<file path="src/rtl/perf_stats_pkg.sv">
// Shared types and default parameters for the performance counter bank.
package perf_stats_pkg;

    localparam int DEF_NUM_COUNTERS  = 8;
    localparam int DEF_COUNTER_WIDTH = 64;
    localparam bit DEF_SATURATE      = 1'b1;

    typedef enum logic {
        ST_IDLE   = 1'b0,
        ST_STREAM = 1'b1
    } dump_state_t;

    // Index width never drops below one bit, so a single-counter bank still has a port.
    function automatic int idx_width(input int n);
        return (n > 1) ? $clog2(n) : 1;
    endfunction

endpackage

</file>
<file path="src/rtl/perf_counter_bank_if.sv">
// Snapshot dump stream between the counter bank (slave) and its consumer (master).
interface perf_counter_bank_if
    import perf_stats_pkg::*;
#(
    parameter int NUM_COUNTERS  = DEF_NUM_COUNTERS,
    parameter int COUNTER_WIDTH = DEF_COUNTER_WIDTH
);
    localparam int IDX_W = idx_width(NUM_COUNTERS);

    logic                     dump_req;
    logic                     dump_ready;
    logic                     dump_busy;
    logic                     dump_valid;
    logic [IDX_W-1:0]         dump_idx;
    logic [COUNTER_WIDTH-1:0] dump_data;
    logic                     dump_last;

    modport master (
        output dump_req, dump_ready,
        input  dump_busy, dump_valid, dump_idx, dump_data, dump_last
    );

    modport slave (
        input  dump_req, dump_ready,
        output dump_busy, dump_valid, dump_idx, dump_data, dump_last
    );

endinterface

</file>
<file path="src/rtl/perf_counter.sv">
// Single event counter with sticky overflow; saturates or wraps at all-ones.
module perf_counter
    import perf_stats_pkg::*;
#(
    parameter int WIDTH    = DEF_COUNTER_WIDTH,
    parameter bit SATURATE = DEF_SATURATE
) (
    input  logic             clk,
    input  logic             reset,
    input  logic             inc,
    input  logic             clear,
    output logic [WIDTH-1:0] value,
    output logic             overflow
);

    logic [WIDTH-1:0] r_value;
    logic             r_overflow;

    // Clear has priority over a coincident increment.
    always_ff @(posedge clk or posedge reset) begin
        if (reset) begin
            r_value    <= '0;
            r_overflow <= 1'b0;
        end else if (clear) begin
            r_value    <= '0;
            r_overflow <= 1'b0;
        end else if (inc) begin
            if (&r_value) begin
                r_overflow <= 1'b1;
                if (!SATURATE) begin
                    r_value <= '0;
                end
            end else begin
                r_value <= r_value + WIDTH'(1);
            end
        end
    end

    assign value    = r_value;
    assign overflow = r_overflow;

endmodule

</file>
<file path="src/rtl/perf_counter_bank.sv">
// Bank of event counters with a snapshot-and-stream dump port.
module perf_counter_bank
    import perf_stats_pkg::*;
#(
    parameter int NUM_COUNTERS  = DEF_NUM_COUNTERS,
    parameter int COUNTER_WIDTH = DEF_COUNTER_WIDTH,
    parameter bit SATURATE      = DEF_SATURATE
) (
    input  logic                    clk,
    input  logic                    reset,
    input  logic [NUM_COUNTERS-1:0] inc,
    input  logic                    clear,
    output logic [NUM_COUNTERS-1:0] overflow,
    perf_counter_bank_if.slave      dump_if
);

    localparam int               IDX_W    = idx_width(NUM_COUNTERS);
    localparam logic [IDX_W-1:0] LAST_IDX = IDX_W'(NUM_COUNTERS - 1);

    logic [COUNTER_WIDTH-1:0] w_value [NUM_COUNTERS];
    logic [COUNTER_WIDTH-1:0] r_snap  [NUM_COUNTERS];
    dump_state_t              r_state;
    dump_state_t              w_state_next;
    logic [IDX_W-1:0]         r_idx;
    logic [IDX_W-1:0]         w_idx_next;
    logic                     w_snap_load;
    logic                     w_streaming;

    genvar gi;
    generate
        for (gi = 0; gi < NUM_COUNTERS; gi++) begin : g_counter
            perf_counter #(
                .WIDTH    (COUNTER_WIDTH),
                .SATURATE (SATURATE)
            ) u_counter (
                .clk      (clk),
                .reset    (reset),
                .inc      (inc[gi]),
                .clear    (clear),
                .value    (w_value[gi]),
                .overflow (overflow[gi])
            );
        end
    endgenerate

    // Snapshot samples the counter registers, so same-cycle inc/clear are not yet visible.
    always_ff @(posedge clk or posedge reset) begin
        if (reset) begin
            for (int i = 0; i < NUM_COUNTERS; i++) begin
                r_snap[i] <= '0;
            end
        end else if (w_snap_load) begin
            for (int i = 0; i < NUM_COUNTERS; i++) begin
                r_snap[i] <= w_value[i];
            end
        end
    end

    always_ff @(posedge clk or posedge reset) begin
        if (reset) begin
            r_state <= ST_IDLE;
            r_idx   <= '0;
        end else begin
            r_state <= w_state_next;
            r_idx   <= w_idx_next;
        end
    end

    always_comb begin
        w_state_next = r_state;
        w_idx_next   = r_idx;
        w_snap_load  = 1'b0;
        case (r_state)
            ST_IDLE: begin
                if (dump_if.dump_req) begin
                    w_state_next = ST_STREAM;
                    w_idx_next   = '0;
                    w_snap_load  = 1'b1;
                end
            end
            ST_STREAM: begin
                if (dump_if.dump_ready) begin
                    if (r_idx == LAST_IDX) begin
                        w_state_next = ST_IDLE;
                        w_idx_next   = '0;
                    end else begin
                        w_idx_next = r_idx + IDX_W'(1);
                    end
                end
            end
            default: begin
                w_state_next = ST_IDLE;
                w_idx_next   = '0;
            end
        endcase
    end

    assign w_streaming        = (r_state == ST_STREAM);
    assign dump_if.dump_valid = w_streaming;
    assign dump_if.dump_busy  = w_streaming;
    assign dump_if.dump_idx   = r_idx;
    assign dump_if.dump_last  = w_streaming && (r_idx == LAST_IDX);
    assign dump_if.dump_data  = w_streaming ? r_snap[r_idx] : '0;

endmodule
</file>
<file path="src/flat_wrapper.sv">
// flat-port wrapper written by rule: the top's interface ports become plain ports
module perf_counter_bank_flat import perf_stats_pkg::*;
#(
    parameter int NUM_COUNTERS  = DEF_NUM_COUNTERS,
    parameter int COUNTER_WIDTH = DEF_COUNTER_WIDTH,
    parameter bit SATURATE      = DEF_SATURATE
)
  (clk, reset, inc, clear, overflow, dump_if_dump_req, dump_if_dump_ready, dump_if_dump_busy, dump_if_dump_valid, dump_if_dump_idx, dump_if_dump_data, dump_if_dump_last);
  perf_counter_bank_if #(.NUM_COUNTERS(NUM_COUNTERS), .COUNTER_WIDTH(COUNTER_WIDTH)) dump_if_i ();
  input  logic clk;
  input  logic reset;
  input  logic [NUM_COUNTERS-1:0] inc;
  input  logic clear;
  output logic [NUM_COUNTERS-1:0] overflow;
  input wire logic [$bits(dump_if_i.dump_req)-1:0] dump_if_dump_req;
  input wire logic [$bits(dump_if_i.dump_ready)-1:0] dump_if_dump_ready;
  output wire logic [$bits(dump_if_i.dump_busy)-1:0] dump_if_dump_busy;
  output wire logic [$bits(dump_if_i.dump_valid)-1:0] dump_if_dump_valid;
  output wire logic [$bits(dump_if_i.dump_idx)-1:0] dump_if_dump_idx;
  output wire logic [$bits(dump_if_i.dump_data)-1:0] dump_if_dump_data;
  output wire logic [$bits(dump_if_i.dump_last)-1:0] dump_if_dump_last;
  assign dump_if_i.dump_req = dump_if_dump_req;
  assign dump_if_i.dump_ready = dump_if_dump_ready;
  assign dump_if_dump_busy = dump_if_i.dump_busy;
  assign dump_if_dump_valid = dump_if_i.dump_valid;
  assign dump_if_dump_idx = dump_if_i.dump_idx;
  assign dump_if_dump_data = dump_if_i.dump_data;
  assign dump_if_dump_last = dump_if_i.dump_last;
  perf_counter_bank #(.NUM_COUNTERS(NUM_COUNTERS), .COUNTER_WIDTH(COUNTER_WIDTH), .SATURATE(SATURATE)) u_core (.clk(clk), .reset(reset), .inc(inc), .clear(clear), .overflow(overflow), .dump_if(dump_if_i));
endmodule
</file>
<file path="config.mk">
export PLATFORM = sky130hd
export DESIGN_NAME = perf_counter_bank_flat
export DESIGN_NICKNAME = d
export VERILOG_FILES = /design/src/rtl/perf_stats_pkg.sv /design/src/rtl/perf_counter_bank_if.sv /design/src/rtl/perf_counter.sv /design/src/rtl/perf_counter_bank.sv /design/src/flat_wrapper.sv
export SDC_FILE = /design/constraint.sdc
export NUM_CORES = 2
export LEC_CHECK = 0
export CAP_MARGIN = 20
export CORE_UTILIZATION = 56
export DETAILED_ROUTE_END_ITERATION = 6
export HOLD_SLACK_MARGIN = 0.08
export PLACE_DENSITY = 0.73
export SLEW_MARGIN = 20
export SYNTH_ARGS = -nofsm -noshare
export SYNTH_HDL_FRONTEND = slang
export SYNTH_SLANG_ARGS = --single-unit
</file>
<file path="constraint.sdc">
create_clock -name clk -period 37.7 [get_ports clk]
set_input_delay 5.655 -clock clk [delete_from_list [all_inputs] [get_ports clk]]
set_output_delay 5.655 -clock clk [all_outputs]
set_load 0.01 [all_outputs]
</file>
Yosys cells after proc, flatten, opt, wreduce, memory -nomap -nowiden
Index checks and enable logic that the tools add are counted.
Cells by class
  $add $sub $neg: 9
  order comparisons: 1
  eq/ne operators: 11
  muxes and demuxes: 61
  bitwise gates (word level): 2
  reduce and logical (&&, ||, !) cells: 42
Operators with widths (number)
  64-bit two-way mux: 27
  64-bit by 1-bit adder with 64-bit output (second input constant): 8
  64-bit AND reduction: 8
  64-bit binary-select mux with 3-bit select: 1
  2-bit AND reduction: 17
  2-bit nonzero test: 16
  1-bit two-way mux: 28
  2-bit inequality test (second input constant): 10
  3-bit two-way mux: 3
  3-bit one-hot mux with 2 select lines: 1
  4-bit >= comparator (second input constant): 1
  3-bit NOT with 4-bit output: 1
  3-bit by 1-bit adder with 3-bit output (second input constant): 1
  3-bit == test (second input constant): 1
  1-bit one-hot mux with 2 select lines: 1
  1-bit logical AND: 1
  1-bit NOT: 1
Storage, ports and cells
  register bits after elaboration: 1036
  input port bits: 13
  output and inout bits: 78
  logic and storage cells: 152

Depth between registers and ports, before layout
  depth in word-level cells: 5
  depth in mapped cells: 10

By module
A second synthesis with hierarchy kept.
Unflattened totals
  cell total of the unflattened synthesis: 4838
  area total of the unflattened synthesis: 53030.9 um^2
By module, submodules not included
  perf_counter: instances 8, cells each 411, area an instance 3662.3 um^2
  perf_counter_bank: instances 1, cells each 1550, area an instance 23732.8 um^2

Worst setup path after synthesis
Ideal clock, no wire load.
  path kind: register to output
  from: reg u_core.r_idx[0], in the netlist u_core.dump_if.dump_idx[0]
  to: out dump_if_dump_data[32]
  arrival time: 2.250 ns
  slack: 29.795 ns
  cell stages (with the launch flop): 7
  buffers on the path: 3
  cells stage by stage: dfrtp_1 > clkbuf_1 > clkbuf_1 > buf_1 > mux4_2 > mux2i_1 > nor2b_1
Between the ends
  cells in the longest elaborated chain, start to end: 5
RTL lines
  start: declaration: line perf_counter_bank.sv:24  | logic [IDX_W-1:0] r_idx;
  start signal: assignment: line perf_counter_bank.sv:65  | r_idx <= w_idx_next;
  3-bit NOT with 4-bit output (not written as such): line perf_counter_bank.sv:103  | assign dump_if.dump_data = w_streaming ? r_snap[r_idx] : '0;
  64-bit binary-select mux with 3-bit select: line perf_counter_bank.sv:103
  64-bit two-way mux (not written as such) (2 in series): line perf_counter_bank.sv:103
  64-bit two-way mux: line perf_counter_bank.sv:103
  end: declaration: line flat_wrapper.sv:20  | output wire logic [$bits(dump_if_i.dump_data)-1:0] dump_if_dump_data;
Every way passes these cells. The select of a mux whose other input is x is not followed.

Final worst setup path
  from: reg u_core.r_idx[1], in the netlist u_core.dump_if.dump_idx[1]
  to: out dump_if_dump_data[63]
Same word-level chain as after synthesis.

==> results_tabular.tex <==
\begin{tabular}{lr}
\hline
Metric & Value \\
\hline
\multicolumn{2}{l}{\textbf{Synth}} \\
Post-synthesis async set-or-reset flop share & 100.0\% \\
Leading register cell type out of synthesis & dfrtp\_1 \\
EDFF count, synth & 0 \\
Flops \& latches, synth & 1036 \\
Post-synth cell types & 72 \\
Synthesized area per cell & 11.10 um\^{}2 \\
Combined area of all synthesized cells & 52620 um\^{}2 \\
Warnings from Yosys & 0 \\
Area contributors post-synth & dfrtp\_1, mux2\_2, mux4\_2, a21oi\_1, nor2\_1 \\
Most area-hungry cell type in the Yosys netlist & dfrtp\_1 \\
Post-synthesis cell count & 4740 \\
Share of the synthesized area in the top cell type & 49.27\% \\
Syn nets & 4763 \\
Part of the Yosys area used for sequential elements & 49.27\% \\
\multicolumn{2}{l}{\textbf{Die}} \\
DIE WIDTH & 308.5 um \\
Num ports & 91 \\
Die ar. & 95200 um\^{}2 \\
Core Footprint & 93190 um\^{}2 \\
Number of rows in the core area & 112 \\
Starting Density & 56.47\% \\
Die H & 308.5 um \\
\multicolumn{2}{l}{\textbf{Placement}} \\
Port-buffer cells & 90 \\
Final Wtd Congestion & 0.9813 \\
Cell count after placement & 5848 \\
Dpl cell area & 54400 um\^{}2 \\
Half-perimeter wire length after detailed placement & 107.4 mm \\
\multicolumn{2}{l}{\textbf{Drt}} \\
Average vias per placed instance & 6.702 \\
Final wirelength & 151.2 mm \\
Router iterations before antenna repair & 7 \\
Wire per inst & 24.98 um \\
Residual antenna-violating net count after detailed routing & 0 \\
Total vias in the final route & 40560 \\
Number of DRC violations after detailed-routing iteration 0 & 5022 \\
DR DRC count & 1 \\
\multicolumn{2}{l}{\textbf{Pwr}} \\
LEAKAGE & 24.19 nW \\
Sum of internal, switching and leakage power & 2.564 mW \\
Power per cell area & 44.08 nW/um\^{}2 \\
Peak VDD IR & 0.00006991 V \\
\multicolumn{2}{l}{\textbf{Setup path}} \\
Type of destination of the critical path & output port \\
Startpoint kind of the worst setup timing path & flip-flop \\
Critical register-to-register path startpoint & u\_core.dump\_if.dump\_busy\$\_DFF\_PP0\_ \\
CP max stage delay & 840 ps \\
Cell at the slowest stage of the critical path & buf\_4 \\
RR Endpoint & u\_core.r\_snap[424]\$\_DFFE\_PP0P\_ \\
Required time of the critical path & 32040 ps \\
Category of the critical setup timing path & reg2out \\
Top cell by count, worst path & buf\_4 \\
Kind of cell adding the most delay to the critical path & buffers and inverters \\
Number of cells on the worst reg-to-reg path & 5 \\
Flop2flop setup slack & 33640 ps \\
Buffers plus inverters on the worst setup path & 3 \\
Critical-path cell list & buf\_4 -> buf\_4 -> mux4\_2 -> mux2i\_1 -> nor2b\_1 -> clkdlybuf4s50\_1 \\
Data arrival, critical path & 4600 ps \\
Critical path peak fanout & 64 \\
\multicolumn{2}{l}{\textbf{Timing}} \\
Final Max Slew Viols & 0 \\
Measured slew at the worst slew-check pin & 1151 ps \\
Tightest slew margin relative to the limit & 23.20\% \\
Hold Violations, Final & 0 \\
Max Clock Skew & 23.51 ps \\
Final period utilization & 27.19\% \\
Clock period minus final worst setup slack & 10250 ps \\
Peak Freq & 97.56 MHz \\
Total Negative Setup Slacks & 0 ps \\
RSZ-0062 raised after global routing & false \\
Final count of negative-setup-slack endpoints & 0 \\
\multicolumn{2}{l}{\textbf{Cells and area}} \\
Final Non-Filler Cells & 6052 \\
Post-layout util & 62.42\% \\
Layout Nets & 4728 \\
Fraction of final layout cells with drive strength greater than 1 & 20.70\% \\
Final design area excluding fillers & 58170 um\^{}2 \\
Area delta synth->final & 10.54\% \\
\multicolumn{2}{l}{\textbf{CTS}} \\
Num Clock Sinks & 1036 \\
Count of buffers added by post-CTS timing repair for setup & 0 \\
Count of H-tree levels built during CTS & 3 \\
Cell chosen for the clock root & clkbuf\_16 \\
Worst-skew pair later-pin latency & 700 ps \\
Hold-fix buffers at CTS & 0 \\
Resized Gates After CTS & 0 \\
Number of buffers inserted during clock tree synthesis & 107 \\
CTS Buffer Depth & 3 \\
Clock slew at reported path FFs & 60 ps \\
Clock tree from TritonCTS & built \\
\multicolumn{2}{l}{\textbf{Job}} \\
Max Cap Violations & 0 \\
\multicolumn{2}{l}{\textbf{Global routing}} \\
Final global-route overflow total & 0 \\
Overall Global Routing Usage & 32.10\% \\
Global-route wire length before repair & 233.7 mm \\
Antenna violations before repair & 8 \\
Largest net degree at the start of global routing & 178 \\
Number of global-route vias before repair & 37870 \\
\multicolumn{2}{l}{\textbf{Run status}} \\
Violated checks & design-rule violations \\
Status & finished, violations left \\
\multicolumn{2}{l}{\textbf{Hold path}} \\
Hold depth & 1 \\
Launch instance of the worst min-delay path & u\_core.r\_snap[257]\$\_DFFE\_PP0P\_ \\
Terminating pin of the worst hold path & u\_core.r\_snap[257]\$\_DFFE\_PP0P\_ \\
Hold WC Path Type & reg2reg \\
\hline
\end{tabular}
-- worst max-delay path by stage --
stage                     cells past startpoint                                            endpoint                                   start  slack, ps
final                                         6                               dump_if_dump_data[63]  u_core.dump_if.dump_idx[1]$_DFFE_PP0P_      27450
after global routing                          6                               dump_if_dump_data[24]  u_core.dump_if.dump_idx[1]$_DFFE_PP0P_      27240
after CTS                                     6                               dump_if_dump_data[63]  u_core.dump_if.dump_idx[1]$_DFFE_PP0P_      27470
after detailed placement                      6  u_core.g_counter[6].u_counter.value[9]$_DFFE_PP0P_                                   reset      27540
after global placement                        6  u_core.g_counter[6].u_counter.value[0]$_DFFE_PP0P_                                   reset      27540
after floorplan                               1                  u_core.dump_if.dump_busy$_DFF_PP0_                                   reset       2890
-- Yosys cell counts (3+ instances only) --
master and number:
a2111oi_0 3, a211oi_1 12, a21oi_1 289, and2_1 32
and3_1 93, and4_1 48, buf_1 23, buf_2 32
buf_4 14, buf_6 3, clkbuf_1 214, dfrtp_1 1036
ha_1 10, inv_1 56, mux2_2 565, mux2i_1 72
mux4_2 128, nand2_1 229, nand2b_1 7, nand3_1 180
nand4_1 167, nand4_2 5, nand4b_1 3, nor2_1 324
nor2b_1 124, nor3_1 69, nor3b_1 4, nor4_1 79
nor4_2 7, nor4b_1 10, nor4bb_1 3, o2111ai_1 38
o211ai_1 29, o21ai_0 172, o21ai_1 10, o21ba_2 3
o31a_1 4, o31ai_1 117, or2_2 14, or3_1 172
or4_1 136, or4_4 3, or4b_2 3, xnor2_1 73
xor2_1 88
-- registers in the layout, indices dropped and copies added (netlist names) --
| name | count |
|---|---|
| u_core.g_counter.u_counter.value | 512 |
| u_core.dump_if.dump_idx | 3 |
| u_core.r_snap | 512 |
| u_core.dump_if.dump_busy | 1 |
| u_core.g_counter.u_counter.overflow | 8 |
-- cells by family after synthesis --
group / share of synthesized area, %
multiplexers: 18.99
AO/OA/AOI/OAI: 7.903
adder cells (fa/ha/maj): 0.2378
buffers and inverters: 2.677
XOR/XNOR: 2.680
AND/OR/NAND/NOR: 18.25
flip-flops: 49.27
-- placed cells by master, fill, tap and decap left out, drive strengths merged, types with 55 or more instances in the layout --
cell	synthesis	final
a21oi	290	290
nor3	71	71
or4	139	139
nor4	88	88
nand2	230	230
mux2i	72	72
mux4	128	128
xor2	88	88
xnor2	73	73
nand3	181	181
nor2b	124	124
clkbuf	216	165
or3	172	172
nor2	324	324
clkdlybuf4s50	0	89
dfrtp	1036	1036
nand4	172	172
o21ai	183	183
and3	93	93
inv	56	61
buf	72	55
mux2	567	567
o31ai	117	117
-- final cells by class --
class | count | area [um^2]
Antenna cell | 6 | 15.01
Clock buffer | 165 | 3318
Clock inverter | 31 | 372.9
Fill cell | 7245 | 35020
Inverter | 56 | 217.7
Multi-Input combinational cell | 3360 | 25340
Sequential cell | 1036 | 25940
Tap cell | 1254 | 1569
Timing Repair Buffer | 144 | 1393
-- stage by stage --
step,setup WS [ps],hold WS (ps)
after global routing,27240,516.2
after detailed placement,27540,491.0
final,27450,501.5
after floorplan,2888,463.7
after global placement,27540,483.8
after CTS,27470,504.5
-- metal layers --
layer	vias up	GRT usage [%]	share of wire, %
met3	253	6.324	9.7
met1	20810	48.72	43
met4	2	10.11	3.2
met5	-	0	0.0086
li1	17680	-	-
met2	1821	46.38	44
-- worst reg2reg max path, delay by kind of cell, from the launching register on --
kind	cells	cell delay, ps
buffers and inverters	3	2500
flip-flops	1	740
multiplexers	1	480
AND/OR/NAND/NOR	1	230
-- where the power goes --
group	internal (mW)	switching, mW	leakage, nW
clock network	0.651	0.454	1.83
registers	1.13	0.0426	14.4
logic	0.128	0.157	7.91
total	1.91	0.654	24.2
Power figures use the tool's default switching activity.
